--- config.mk ---
export PLATFORM = sky130hd
export DESIGN_NAME = reg_file_scoreboard
export DESIGN_NICKNAME = d
export VERILOG_FILES = /design/src/rtl/reg_file_scoreboard.sv
export SDC_FILE = /design/constraint.sdc
export NUM_CORES = 2
export LEC_CHECK = 0
export BUFFER_PORTS_ARGS = -buffer_cell sky130_fd_sc_hd__buf_2
export CORE_ASPECT_RATIO = 0.7
export CORE_UTILIZATION = 52
export DETAILED_ROUTE_END_ITERATION = 8
export GPL_TIMING_DRIVEN = 0
export PLACE_DENSITY_LB_ADDON = 0.1
export SLEW_MARGIN = 20
export SYNTH_ARGS = -nofsm -noshare
export SYNTH_HDL_FRONTEND = slang
export SYNTH_SLANG_ARGS = --single-unit
--- constraint.sdc ---
create_clock -name clk_i -period 2.1 [get_ports clk_i]
set_clock_uncertainty 0.05 [all_clocks]
set_input_delay 0 -clock clk_i [delete_from_list [all_inputs] [get_ports clk_i]]
set_output_delay 0 -clock clk_i [all_outputs]
set_load 0.005 [all_outputs]
--- src/rtl/reg_file_scoreboard.sv ---
// Register file with hardwired zero, write-to-read bypass and pending-write scoreboard.
// Optional interrupt-entry PC save into ISR_REG is enabled by defining REGFILE_ISR_EN.
module reg_file_scoreboard #(
    parameter int DATA_WIDTH = 32,
    parameter int ADDR_WIDTH = 5,
    parameter int ZERO_REG   = 1,
    parameter int ISR_REG    = 30
) (
    input  logic                  clk_i,
    input  logic                  reset_n_i,
    input  logic [DATA_WIDTH-1:0] in_i,
    input  logic [ADDR_WIDTH-1:0] in_address_i,
    input  logic                  write_en_i,
    input  logic [ADDR_WIDTH-1:0] out1_address_i,
    input  logic [ADDR_WIDTH-1:0] out2_address_i,
    output logic [DATA_WIDTH-1:0] out1_o,
    output logic [DATA_WIDTH-1:0] out2_o,
    input  logic                  issue_en_i,
    input  logic [ADDR_WIDTH-1:0] issue_addr_i,
    output logic                  busy1_o,
    output logic                  busy2_o
`ifdef REGFILE_ISR_EN
    ,
    input  logic                  irq_i,
    input  logic [DATA_WIDTH-1:0] irq_pc_i,
    output logic                  write_ready_o
`endif
);

    localparam int DEPTH = 2 ** ADDR_WIDTH;
    localparam logic [ADDR_WIDTH-1:0] ISR_ADDR = ADDR_WIDTH'(ISR_REG);
    localparam bit ZERO_EN = (ZERO_REG != 0);

    logic [DATA_WIDTH-1:0] regs_q [DEPTH];
    logic [DEPTH-1:0]      pending_q;
    logic [DEPTH-1:0]      pending_d;
    logic                  writeReady;
    logic                  writeAccepted;
    logic                  irqSave;
    logic [DATA_WIDTH-1:0] irqPc;

`ifdef REGFILE_ISR_EN
    assign writeReady    = ~irq_i;
    assign irqSave       = irq_i & reset_n_i;
    assign irqPc         = irq_pc_i;
    assign write_ready_o = writeReady;
`else
    assign writeReady    = 1'b1;
    assign irqSave       = 1'b0;
    assign irqPc         = '0;
`endif

    assign writeAccepted = write_en_i & reset_n_i & writeReady
                         & ~(ZERO_EN & (in_address_i == '0));

    // Read priority: hardwired zero, then the ISR save, then the WB bypass, then storage.
    function automatic logic [DATA_WIDTH-1:0] readPort(
        input logic [ADDR_WIDTH-1:0] addr,
        input logic                  wrAcc,
        input logic [ADDR_WIDTH-1:0] wrAddr,
        input logic [DATA_WIDTH-1:0] wrData,
        input logic                  isrSave,
        input logic [DATA_WIDTH-1:0] isrData,
        input logic [DATA_WIDTH-1:0] stored
    );
        if (ZERO_EN && addr == '0)
            return '0;
        else if (isrSave && addr == ISR_ADDR)
            return isrData;
        else if (wrAcc && addr == wrAddr)
            return wrData;
        else
            return stored;
    endfunction

    assign out1_o = readPort(out1_address_i, writeAccepted, in_address_i, in_i,
                             irqSave, irqPc, regs_q[out1_address_i]);
    assign out2_o = readPort(out2_address_i, writeAccepted, in_address_i, in_i,
                             irqSave, irqPc, regs_q[out2_address_i]);

    assign busy1_o = pending_q[out1_address_i]
                   & ~(writeAccepted & (out1_address_i == in_address_i))
                   & ~(irqSave & (out1_address_i == ISR_ADDR));
    assign busy2_o = pending_q[out2_address_i]
                   & ~(writeAccepted & (out2_address_i == in_address_i))
                   & ~(irqSave & (out2_address_i == ISR_ADDR));

    // Issue is applied last so a new producer supersedes a completing one.
    always_comb begin
        pending_d = pending_q;
        if (writeAccepted)
            pending_d[in_address_i] = 1'b0;
        if (irqSave)
            pending_d[ISR_ADDR] = 1'b0;
        if (issue_en_i && !(ZERO_EN && issue_addr_i == '0))
            pending_d[issue_addr_i] = 1'b1;
    end

    always_ff @(posedge clk_i) begin
        if (!reset_n_i)
            pending_q <= '0;
        else
            pending_q <= pending_d;
    end

    always_ff @(posedge clk_i) begin
        if (!reset_n_i) begin
            for (int i = 0; i < DEPTH; i++)
                regs_q[i] <= '0;
        end else begin
            if (writeAccepted)
                regs_q[in_address_i] <= in_i;
            if (irqSave)
                regs_q[ISR_ADDR] <= irqPc;
        end
    end

endmodule

# Word level (Yosys, flattened, before mapping)
# Memories as Yosys holds them, arrays and structs flattened.
# Index checks and enable logic that the tools add are counted.
[word_totals]
regBits = 32
latchBits = 0
ram_bits = 1024
rom_bits = 0
out_inout_bits = 66
n_memories = 1
[classes]
n_addsub = 0
n_mul = 0
n_div = 0
order_cmp = 6
n_eq_ne = 2
shift = 0
mux = 21
bitwise = 12
reduce_logical = 11
[mem_list]
columns = ["name", "words", "word_bits", "read_ports", "rd_ports_with_merged_regs", "write_ports", "line_no", "source"]
rows = [
  ["regs_q", 32, 32, 2, 0, 32, "34", "logic [DATA_WIDTH-1:0] regs_q [DEPTH];"],
]
[ops]
columns = ["op", "count"]
rows = [
  ["two-way mux 32 bit", 7],
  ["AND 32 bit", 1],
  ["NOT 32 bit", 1],
  ["bitwise OR 32 bit", 1],
  ["OR reduction 32 bit", 1],
  ["less-than comparator 5 x 6 -> 1 bit (second input constant)", 4],
  ["zero test 5 bit", 4],
  ["binary-select mux 1 bit (select 5 bit)", 2],
  ["demux 1 bit (select 5 bit)", 2],
  ["equality test 5 bit", 2],
  ["greater-or-equal comparator 5 x 1 -> 1 bit (second input constant)", 2],
  ["two-way mux 1 bit", 9],
  ["AND 1 bit", 6],
  ["logical AND 1 bit", 5],
  ["two-way mux 5 bit", 1],
  ["NOT 1 bit", 3],
  ["zero test 1 bit", 1],
]

# Depth between registers and ports, before layout
[depth]
ltp_word = 9
ltp_mapped = 11
depth_no_buf = 6

# Least setup slack after synthesis
# OpenSTA, ideal clock, no wires.
[synth_path]
kind = "input to register"
start = "input port in_address_i[4]"
end = "memory regs_q[8][0] (enable)"
arrival_time_ns = 1.825
required_time_ns = 1.661
path_slack_ns = -0.164
stages = 7
n_path_buf = 3
path_cell_list = "buf_2 nor3_1 clkbuf_1 nor4_2 clkbuf_1 nand2_1 nand2_1"
[synth_rtl]
columns = ["item", "line_no", "source"]
rows = [
  ["start: declaration", "12", "input logic [ADDR_WIDTH-1:0] in_address_i,"],
  ["end: declaration", "34", ""],
]

# Worst setup path after layout
[layout_path]
start = "input port out2_address_i[2]"
end = "output port out2_o[18]"
[layout_via]
elab_chain_cells = 4
elab_cells_between_ends = 6
classes_between = "eq/ne (1); mux (2); reduce/logical (2); memory (1)"
[layout_rtl]
columns = ["item", "line_no", "source"]
rows = [
  ["start: declaration", "15", "input logic [ADDR_WIDTH-1:0] out2_address_i,"],
  ["branches (longest 3 deep; another with memory (32 x 32 bit))", "--", ""],
  ["two-way mux 32 bit (*)", "66", "if (ZERO_EN && addr == '0)"],
  ["end: declaration", "17", "output logic [DATA_WIDTH-1:0] out2_o,"],
]
# Mark *: on every way between the ends.

==> metrics <==
Post-Place Worst Slack=-2.10 ns; maximum root-to-sink buffer count=3; nets=around 4,500; share of cells above drive strength 1=0.288; crit path buf inv count=3; crit-path cells=buf_2 > clkbuf_1 > mux4_2 > mux2_2 > a221o_1 > a22o_4 > buf_6; die area=about 110,000 sq um; largest area contributor in the netlist=edfxtp_1; vias in the first global route=around 44,000; CTS root buf=clkbuf_16; failing checks=negative setup slack; Layout Area Growth over Synthesis=18.0%; Crit-path slowest cell=clkbuf_1; final setup fails=between 300 and 400; Post-synth top flop=edfxtp_1; #FFs+latches synth=roughly 1,100; design area=67,600 sq um; RSZ-0062 raised after global routing=true; die width=399 microns; initial antenna violation count=38; TritonCTS buffer count=~110; Area after DPL=slightly above 60,000 sq um; Fin. Hold Viols=0; I/O pin count=about 120; Final Cycle Share=1.38; post-synth top area share=0.536; Die Ht=roughly 280 microns; DR WL/cell=between 50 and 60 microns; startpoint types=input pin; vias per cell=about 8.1; CP Max Fanout=10; endpoint type of the worst setup path=output pin; DP Wirelength=around 220,000 microns; Worst slew margin=0.0388; clock latency on the worst-skew pair=0.75 ns; synth top area cells=edfxtp_1, mux4_2, and3_1; ANT nets after route=0; core area=between 100,000 and 150,000 sq um; Crit Path Class=in2out; worst hold slack=roughly 0.16 ns; Leakage=between 20 and 30 nW; Async SR Flop Fraction=0; Post-synth EDFFs=1,024; Crit path max-delay family=buffers and inverters; DRT iter0 DRCs=between 10,000 and 15,000; mean area per synthesized cell=~14 sq um; CP peak stage delay=~0.88 ns; Hold Crit Class=in2reg; CTS tree=yes; status=finished, violations left; Syn. warnings=0; register area share after synthesis=0.547; commonest cells in the netlist=edfxtp_1, and3_1, clkbuf_1; fmax=~340 MHz; Post-Synthesis Cells=about 4,100; synthesized area=between 50,000 and 60,000 sq um; CP Data Arrival Time=approximately 2.9 ns; H-tree depth=3; largest net degree at the start of global routing=36; max-slew violations=0; TritonCTS sink count=around 1,100; starting density of the core=0.526; synth unique cells=60; drc violations=0; count leader, synth=edfxtp_1; Worst-Margin Slew=about 1.4 ns; Worst VDD drop=between 0.6 and 0.7 mV; Final min period=2.91 ns; Setup WS post-layout=-0.805 ns; power per cell area=810 nW/um^2; first-pass GRT wire length=~400,000 microns; # rows=approximately 100; DRT Wirelength=a little over 300,000 microns; Total Routing Usage GR=0.547; Worst-path clk slew=roughly 0.060 ns; CP required=2.05 ns; drt pass-1 iters=8; I/O Buffers=110; maxcap violations=0; via count=roughly 49,000; global placement routability congestion=between 1 and 1.5; grt ovf=0
==> flip-flops by register name (all words and copies together), names as in the netlist <==
register,count
pending_q,32
regs_q,1024
==> routing by layer <==
metal,share of wire,up-vias,global-route usage
met4,0.082,24,0.341
met3,0.20,1113,0.298
met2,0.38,5754,0.697
met1,0.34,24500,0.717
met5,0.00056,-,0
li1,-,17300,-
==> cell families (layout without fill, tap and decap cells) <==
family | after synthesis | count (layout) | share of synthesized area
compound gates | 461 | 461 | 0.0578
xor+xnor | 10 | 10 | 0.00153
buf+inv | 557 | 960 | 0.0435
flops | 1056 | 1056 | 0.547
mux | 720 | 720 | 0.215
other cells | 1 | 67 | 0.0000654
simple gates | 1335 | 1336 | 0.135
==> report_power, final <==
part / leakage [nW] / switching [mW] / total [mW] / internal (mW)
combinational: 15.3 / 6.40 / 9.62 / 3.22
clock: 1.76 / 9.07 / 20.3 / 11.2
sequential: 10.0 / 0.650 / 24.9 / 24.2
total: 27.1 / 16.1 / 54.8 / 38.7
==> final cells by class <==
type	count	area [sq um]
diodes	35	87.6
plain buffers	547	3220
clock buffers	139	3030
clock inverters	56	532
fillers	8395	41300
inverters	4	18.8
multi-input cells	2559	25800
flip-flops and latches	1056	31400
well taps	1442	1800
repair buffers	214	1780
==> worst reg2reg max path, stage by stage, from the launching register on <==
cell           delay, ns
dfxtp_1             0.32
a32o_1              0.25
dlygate4sd3_1       0.55
==> final timing paths <==
| check | start | end | slack (ns) | cells after the start |
|---|---|---|---|---|
| max | out2_address_i[2] | out2_o[18] | -0.81 | 7 |
| min | reset_n_i | pending_q[15]$_SDFF_PN0_ | 0.16 | 5 |
| max reg2reg | pending_q[2]$_SDFF_PN0_ | pending_q[2]$_SDFF_PN0_ | 0.83 | 2 |
| min reg2reg | pending_q[0]$_SDFF_PN0_ | pending_q[0]$_SDFF_PN0_ | 0.46 | 1 |
==> what timing repair did <==
action,4_1_cts,5_1_grt
pin swaps,81,60
gates resized for setup,559,172
gates cloned,1,0
endpoints found under the hold margin,389,0
endpoints found under the setup margin,1448,700
hold buffers,43,0
setup buffers,21,25
==> cell usage in the layout (no fill, tap or decap), drive strengths merged, types with 8 or more instances in the layout <==
master	count
and3	964
a22oi	96
nand3	16
a221oi	27
a221o	25
buf	299
and2	38
edfxtp	1024
o22ai	53
bufinv	9
nor2	66
dlygate4sd3	43
dfxtp	32
nand2	160
inv	8
mux2i	280
o21ai	34
o221ai	32
mux2	36
conb	32
a22o	32
clkbuf	557
a211oi	42
clkinv	40
nor3	56
mux4	404
diode	35
nor3b	9
a21oi	88
==> per-stage QoR <==
stage               setup TNS, ns  utilization  instances  power (mW)
floorplan                   -3.16            -       4171        29.1
global placement         -2670.85        0.550       5723        33.1
detailed placement       -2096.24        0.554       5739        33.2
CTS                        -31.97        0.613       5996        53.4
global route               -34.22        0.620       6018        54.9
finish                     -49.77        0.621       6052        54.8
(Power assumes the default switching activity.)
